## config.mk

```make
export PLATFORM = sky130hd
export DESIGN_NAME = reg_rename_file
export DESIGN_NICKNAME = d
export VERILOG_FILES = /design/src/rtl/reg_rename_file.sv
export SDC_FILE = /design/constraint.sdc
export NUM_CORES = 2
export LEC_CHECK = 0
export BUFFER_PORTS_ARGS = -buffer_cell sky130_fd_sc_hd__buf_2
export CAP_MARGIN = 20
export CORE_MARGIN = 1.5
export CORE_UTILIZATION = 58
export CTS_CLUSTER_SIZE = 16
export DETAILED_ROUTE_END_ITERATION = 8
export MAX_ROUTING_LAYER = met4
export PLACE_DENSITY = 0.78
export SYNTH_ARGS = -nofsm -noshare
export SYNTH_HDL_FRONTEND = slang
export SYNTH_HIERARCHICAL = 1
export SYNTH_SLANG_ARGS = --single-unit
```

## constraint.sdc

```tcl
create_clock -name clk -period 3.95 [get_ports clk]
set_clock_uncertainty 0.1 [all_clocks]
set_input_delay 0.5925 -clock clk [delete_from_list [all_inputs] [get_ports clk]]
set_output_delay 0.5925 -clock clk [all_outputs]
set_load 0.1 [all_outputs]
```

## src/rtl/reg_rename_file.sv

```systemverilog
// Architectural register file with rename tags: per-register value, busy bit and
// producing RoB tag, with a same-cycle commit bypass on every read port.

module rrf_rd_port #(
    parameter int ROB_W = 4,
    parameter int XLEN  = 32
) (
    input  logic [4:0]                  addr_i,
    input  logic [31:0][XLEN-1:0]       value_i,
    input  logic [31:0]                 busy_i,
    input  logic [31:0][ROB_W-1:0]      tag_i,
    input  logic                        cmt_fire_i,
    input  logic [4:0]                  cmt_rd_i,
    input  logic [ROB_W-1:0]            cmt_tag_i,
    input  logic [XLEN-1:0]             cmt_value_i,
    output logic [XLEN-1:0]             value_o,
    output logic                        busy_o,
    output logic [ROB_W-1:0]            tag_o
);
    logic bypass;

    // Forward a commit that retires the pending producer this port is waiting on.
    assign bypass = cmt_fire_i && (cmt_rd_i == addr_i) && (addr_i != 5'd0)
                    && busy_i[addr_i] && (tag_i[addr_i] == cmt_tag_i);

    always_comb begin
        value_o = value_i[addr_i];
        busy_o  = busy_i[addr_i];
        tag_o   = busy_i[addr_i] ? tag_i[addr_i] : '0;
        if (bypass) begin
            value_o = cmt_value_i;
            busy_o  = 1'b0;
            tag_o   = '0;
        end
    end
endmodule

module reg_rename_file #(
    parameter int NUM_RD = 2,
    parameter int ROB_W  = 4,
    parameter int XLEN   = 32
) (
    input  logic                    clk,
    input  logic                    rst,
    input  logic                    rdy,
    input  logic                    flush,
    input  logic                    commit_en,
    input  logic [4:0]              commit_rd,
    input  logic [ROB_W-1:0]        commit_rob_id,
    input  logic [XLEN-1:0]         commit_value,
    input  logic                    issue_en,
    input  logic [4:0]              issue_rd,
    input  logic [ROB_W-1:0]        issue_rob_id,
    input  logic [NUM_RD*5-1:0]     rd_addr,
    output logic [NUM_RD*XLEN-1:0]  rd_value,
    output logic [NUM_RD-1:0]       rd_busy,
    output logic [NUM_RD*ROB_W-1:0] rd_tag,
    input  logic [4:0]              dbg_addr,
    output logic [XLEN-1:0]         dbg_value
);
    logic [31:0][XLEN-1:0]  value_q, value_d;
    logic [31:0]            busy_q, busy_d;
    logic [31:0][ROB_W-1:0] tag_q, tag_d;

    always_comb begin
        value_d = value_q;
        busy_d  = busy_q;
        tag_d   = tag_q;
        if (commit_en && commit_rd != 5'd0) begin
            value_d[commit_rd] = commit_value;
            // A mismatching tag means a newer producer is still in flight.
            if (busy_q[commit_rd] && tag_q[commit_rd] == commit_rob_id) begin
                busy_d[commit_rd] = 1'b0;
                tag_d[commit_rd]  = '0;
            end
        end
        // Issue is applied after commit so it wins on a same-register collision.
        if (flush) begin
            busy_d = '0;
            tag_d  = '0;
        end else if (issue_en && issue_rd != 5'd0) begin
            busy_d[issue_rd] = 1'b1;
            tag_d[issue_rd]  = issue_rob_id;
        end
        value_d[0] = '0;
        busy_d[0]  = 1'b0;
        tag_d[0]   = '0;
    end

    always_ff @(posedge clk or negedge rst) begin
        if (!rst) begin
            value_q <= '0;
            busy_q  <= '0;
            tag_q   <= '0;
        end else if (rdy) begin
            value_q <= value_d;
            busy_q  <= busy_d;
            tag_q   <= tag_d;
        end
    end

    generate
        for (genvar i = 0; i < NUM_RD; i++) begin : g_rd
            rrf_rd_port #(.ROB_W(ROB_W), .XLEN(XLEN)) u_port (
                .addr_i      (rd_addr[5*i +: 5]),
                .value_i     (value_q),
                .busy_i      (busy_q),
                .tag_i       (tag_q),
                .cmt_fire_i  (commit_en && rdy),
                .cmt_rd_i    (commit_rd),
                .cmt_tag_i   (commit_rob_id),
                .cmt_value_i (commit_value),
                .value_o     (rd_value[XLEN*i +: XLEN]),
                .busy_o      (rd_busy[i]),
                .tag_o       (rd_tag[ROB_W*i +: ROB_W])
            );
        end
    endgenerate

    assign dbg_value = value_q[dbg_addr];
endmodule

```

==> key figures <==
Clock network
  • Number of buffers on the longest clock path: 3
  • Num CTS Buffers: 133
  • Clock tree from TritonCTS: yes
  • Clock transition at path regs: 60 ps
  • H-tree depth reported by CTS: 4
  • Clock latency of the later-clocked register in the worst-skew pair: approximately 800 ps
  • Clk root buf: sky130_fd_sc_hd__clkbuf_16
  • Count of clock tree sinks: 1,147

Synthesis
  • Adder and majority gate portion of the synthesized area: 0%
  • Dominant synthesized flop cell: sky130_fd_sc_hd__dfrtp_1
  • Number of unique standard cell types used by synthesis: 71
  • YS warnings: 6
  • Number of enable-type register cells in the synthesized netlist: 0
  • Post-synthesis xor/xnor area fraction: less than 1%
  • Multiplexer share of the synthesized area: 47.9%
  • Post-Synthesis Mean Instance Area: 14.5 um2
  • Share of synthesized cell area in and, or, nand and nor gates: under 10%
  • Main combinational cell family by area after synthesis: multiplexers
  • Number of cells produced by synthesis: just over 5,000
  • Share of synthesized area occupied by flip-flops and latches: just under 40%
  • Share of flip-flops with an asynchronous set or reset: between 90% and 100%
  • Share of the synthesized area in compound gates (AO/OA/AOI/OAI): about 6.2%
  • Post-synthesis cell area: between 70,000 and 80,000 um2
  • Flip-flop and latch count after synthesis: roughly 1,100

GRT
  • Largest net degree at the start of global routing: 161
  • Antenna violations before repair: 4
  • Wire length of the first global-routing pass: 377,000 um
  • Overall Global Routing Usage: roughly two fifths
  • Via count of the first global-routing pass: 54,957
  • Remaining global-route overflow: 0

Status
  • Violated checks: negative setup slack
  • Result of the run: complete, but fails checks

Drt
  • First-pass detailed-route iteration total: 8
  • Remaining routing DRC violations: 0
  • Detailed-route wire length per cell: 36.0 um
  • Number of DRC violations after detailed-routing iteration 0: about 7,500
  • DR vias: 54,463
  • Sum of routed wire length over all layers: 257,000 um
  • Number of nets with antenna violations after routing: 0
  • Vias per std cell: around 7.6

Floorplanning
  • Effective utilization at floorplan: about three fifths
  • Floorplan Core Area: 128,000 um2
  • Die X: approximately 360 um
  • Io pins: 177
  • Die Area: approximately 130,000 um2
  • Cell row count: approximately 130
  • Vert. Die Dim: ~360 um

STA
  • Max transition margin: 22.8%
  • Final period util: 118%
  • Transition time at the pin with the least slew margin: between 1000 and 1500 ps
  • Time the worst path needs with I/O delays and setup: between 4000 and 5000 ps
  • Highest clock rate: between 200 and 250 MHz
  • Setup repair after global routing missed its margin: yes
  • Hold Vio Cnt, Final: 0
  • Final Max Slew Viols: 0
  • Setup violators final: 74
  • Min setup slack post-route: -708 ps

Setup path
  • Launching element type of the critical path: register
  • CP max-delay cell: sky130_fd_sc_hd__dfrtp_1
  • Crit path capture type: output pin
  • Gate family responsible for the most delay along the worst path: simple AND/OR/NAND/NOR gates
  • Arrival time at the worst endpoint: 3970 ps
  • Required arrival time at the worst endpoint: about 3300 ps
  • Reg2Reg Depth: 8
  • Number of buffer and inverter stages on the critical path: 5
  • Total number of cells along the worst setup path: 12
  • Largest stage delay on the critical path: around 450 ps
  • Largest fanout on the critical path: 9
  • Crit path cell chain: mux2i_1, buf_4, o221ai_1, and4b_2, buf_4, o21ai_0, nand4b_1, nor4_4, buf_12, buf_16, mux2_2, buf_6
  • Crit Path Class: register to output pin
  • Most numerous cell on the critical path: sky130_fd_sc_hd__buf_4

Pwr
  • Part of the total power dissipated in sequential elements: 40.0%
  • Proportion of power drawn by the clock network: between 30% and 40%
  • Static Leakage: roughly 37 nW
  • Combinational share of power: a little over a quarter
  • Net switching power: roughly 12 mW
  • Total internal power: 25.9 mW
  • Max VDD drop: roughly 0.57 mV
  • PwrDens: ~440 nW/um2
  • Fraction of power spent switching nets: about a third

Hold path
  • Type of the most critical hold path: primary input to async pin

Final layout
  • Area growth from synthesis to layout: 15.3%
  • Leading cell type in the layout, fill and taps excluded: sky130_fd_sc_hd__mux2_2
  • Share of layout cells above drive strength 1: 54.8%
  • Number of nets in the final layout: 5,428
  • Commonest cells after routing, fill and taps aside: sky130_fd_sc_hd__mux2_2, sky130_fd_sc_hd__dfrtp_1, sky130_fd_sc_hd__mux4_2, sky130_fd_sc_hd__buf_4, sky130_fd_sc_hd__mux2i_1
  • Final std cells w/o fill: just over 7,000
  • Summed area of non-filler cells in the final layout: 85,800 um2

Placed design
  • Port Buffers: about 180
  • DP Area: about 80,000 um2
  • Number of placed instances with taps included: between 6,000 and 7,000
  • Placed wire-length estimate after detailed placement: around 150,000 um
  • Final weighted congestion of routability-driven global placement: 1.05

Run
  • Max-cap viol count: 0
[registers in the layout, indices dropped and copies added, names as in the netlist]
signal and cells:
busy_q 31, tag_q 124, value_q 992
[per-stage QoR]
stage / setup slack [ps] / TNS [ps] / hold WS, ps / util, % / total power, mW
6_report: -708 / -46010 / 322 / 67.3 / 37.9
4_1_cts: -675 / -42790 / 281 / 67.2 / 37.7
2_1_floorplan: -312 / -14570 / 197 / - / 21.9
3_5_place_dp: -484 / -36250 / 433 / 62.6 / 24.8
5_1_grt: -722 / -46920 / 319 / 67.3 / 39.1
3_3_place_gp: -465 / -33240 / 419 / 62.6 / 24.4
[synth_stat cells (42+ instances only)]
cell type                  instances  share of area (%)
sky130_fd_sc_hd__a21oi_1          63               0.42
sky130_fd_sc_hd__a221o_1         156                2.1
sky130_fd_sc_hd__buf_1            67               0.34
sky130_fd_sc_hd__buf_2            83               0.56
sky130_fd_sc_hd__clkbuf_1        388                2.0
sky130_fd_sc_hd__dfrtp_1        1147                 39
sky130_fd_sc_hd__mux2_2         1206                 18
sky130_fd_sc_hd__mux2_4           42               0.85
sky130_fd_sc_hd__mux2i_1         242                3.3
sky130_fd_sc_hd__mux4_2          827                 25
sky130_fd_sc_hd__nand2_1          86               0.43
sky130_fd_sc_hd__nor2_1           78               0.39
sky130_fd_sc_hd__nor2b_1         170                1.4
sky130_fd_sc_hd__o22ai_1          65               0.55
[power groups by stage]
stage                     clock, mW  combinational, mW  sequential, mW
after floorplan                   0               7.30            14.6
after global placement            0               9.38            15.0
after detailed placement          0               9.56            15.2
after CTS                      12.6               10.0            15.0
after global routing           13.1               10.6            15.3
final                          12.6               10.2            15.2
[worst reg2reg max path, stage by stage (launching register included)]
cell and delay [ps]:
sky130_fd_sc_hd__dfrtp_1 470, sky130_fd_sc_hd__mux4_2 510, sky130_fd_sc_hd__a211oi_1 310, sky130_fd_sc_hd__nor2_1 160
sky130_fd_sc_hd__or3_1 440, sky130_fd_sc_hd__a2111oi_4 490, sky130_fd_sc_hd__buf_4 370, sky130_fd_sc_hd__a311oi_2 280
sky130_fd_sc_hd__a221o_1 410
[per-layer routing]
layer / global-route usage, % / vias up / wire [um]
met5: - / - / 0
met4: 21.7 / 0 / 16200
met3: 11.6 / 967 / 31400
met2: 59.0 / 4060 / 116000
met1: 52.1 / 28401 / 92900
li1: - / 21035 / -
[layout make-up]
type                    instances  area [um2]
multi-input cells            3474       44000
fillers                      8556       41700
flip-flops and latches       1147       28700
repair buffers                586        6580
clock buffers                 195        3840
well taps                    1662        2080
clock inverters                46         567
inverters                      15        56.3
diodes                          5        12.5
[worst paths after layout]
check,from,end,slack [ps]
min in group clk,commit_value[15],value_q[655]$_DFFE_PN0P_,330
worst min-delay path,rst,tag_q[112]$_DFFE_PN0P_,320
worst min register to register,value_q[728]$_DFFE_PN0P_,value_q[728]$_DFFE_PN0P_,440
worst max register to register,tag_q[126]$_DFFE_PN0P_,tag_q[111]$_DFFE_PN0P_,300
worst max-delay path,tag_q[66]$_DFFE_PN0P_,rd_value[4],-710
max in group asynchronous,rst,value_q[879]$_DFFE_PN0P_,2320
[repair_timing]
item                                   4_1_cts  5_1_grt
hold buffers                                 1        0
buffers inserted                            22        7
cloned                                       6        1
pin swaps                                   11       12
gates resized for setup                    287       42
setup endpoints to repair                   74       74
endpoints found under the hold margin       47        0
[kinds of logic after synthesis]
family                 Yosys count
AO/OA/AOI/OAI                  548
XOR/XNOR                        14
buffers and inverters          595
flip-flops                    1147
multiplexers                  2333
other                            1
AND/OR/NAND/NOR                505
No activity file was read; power rests on OpenSTA's default activity.
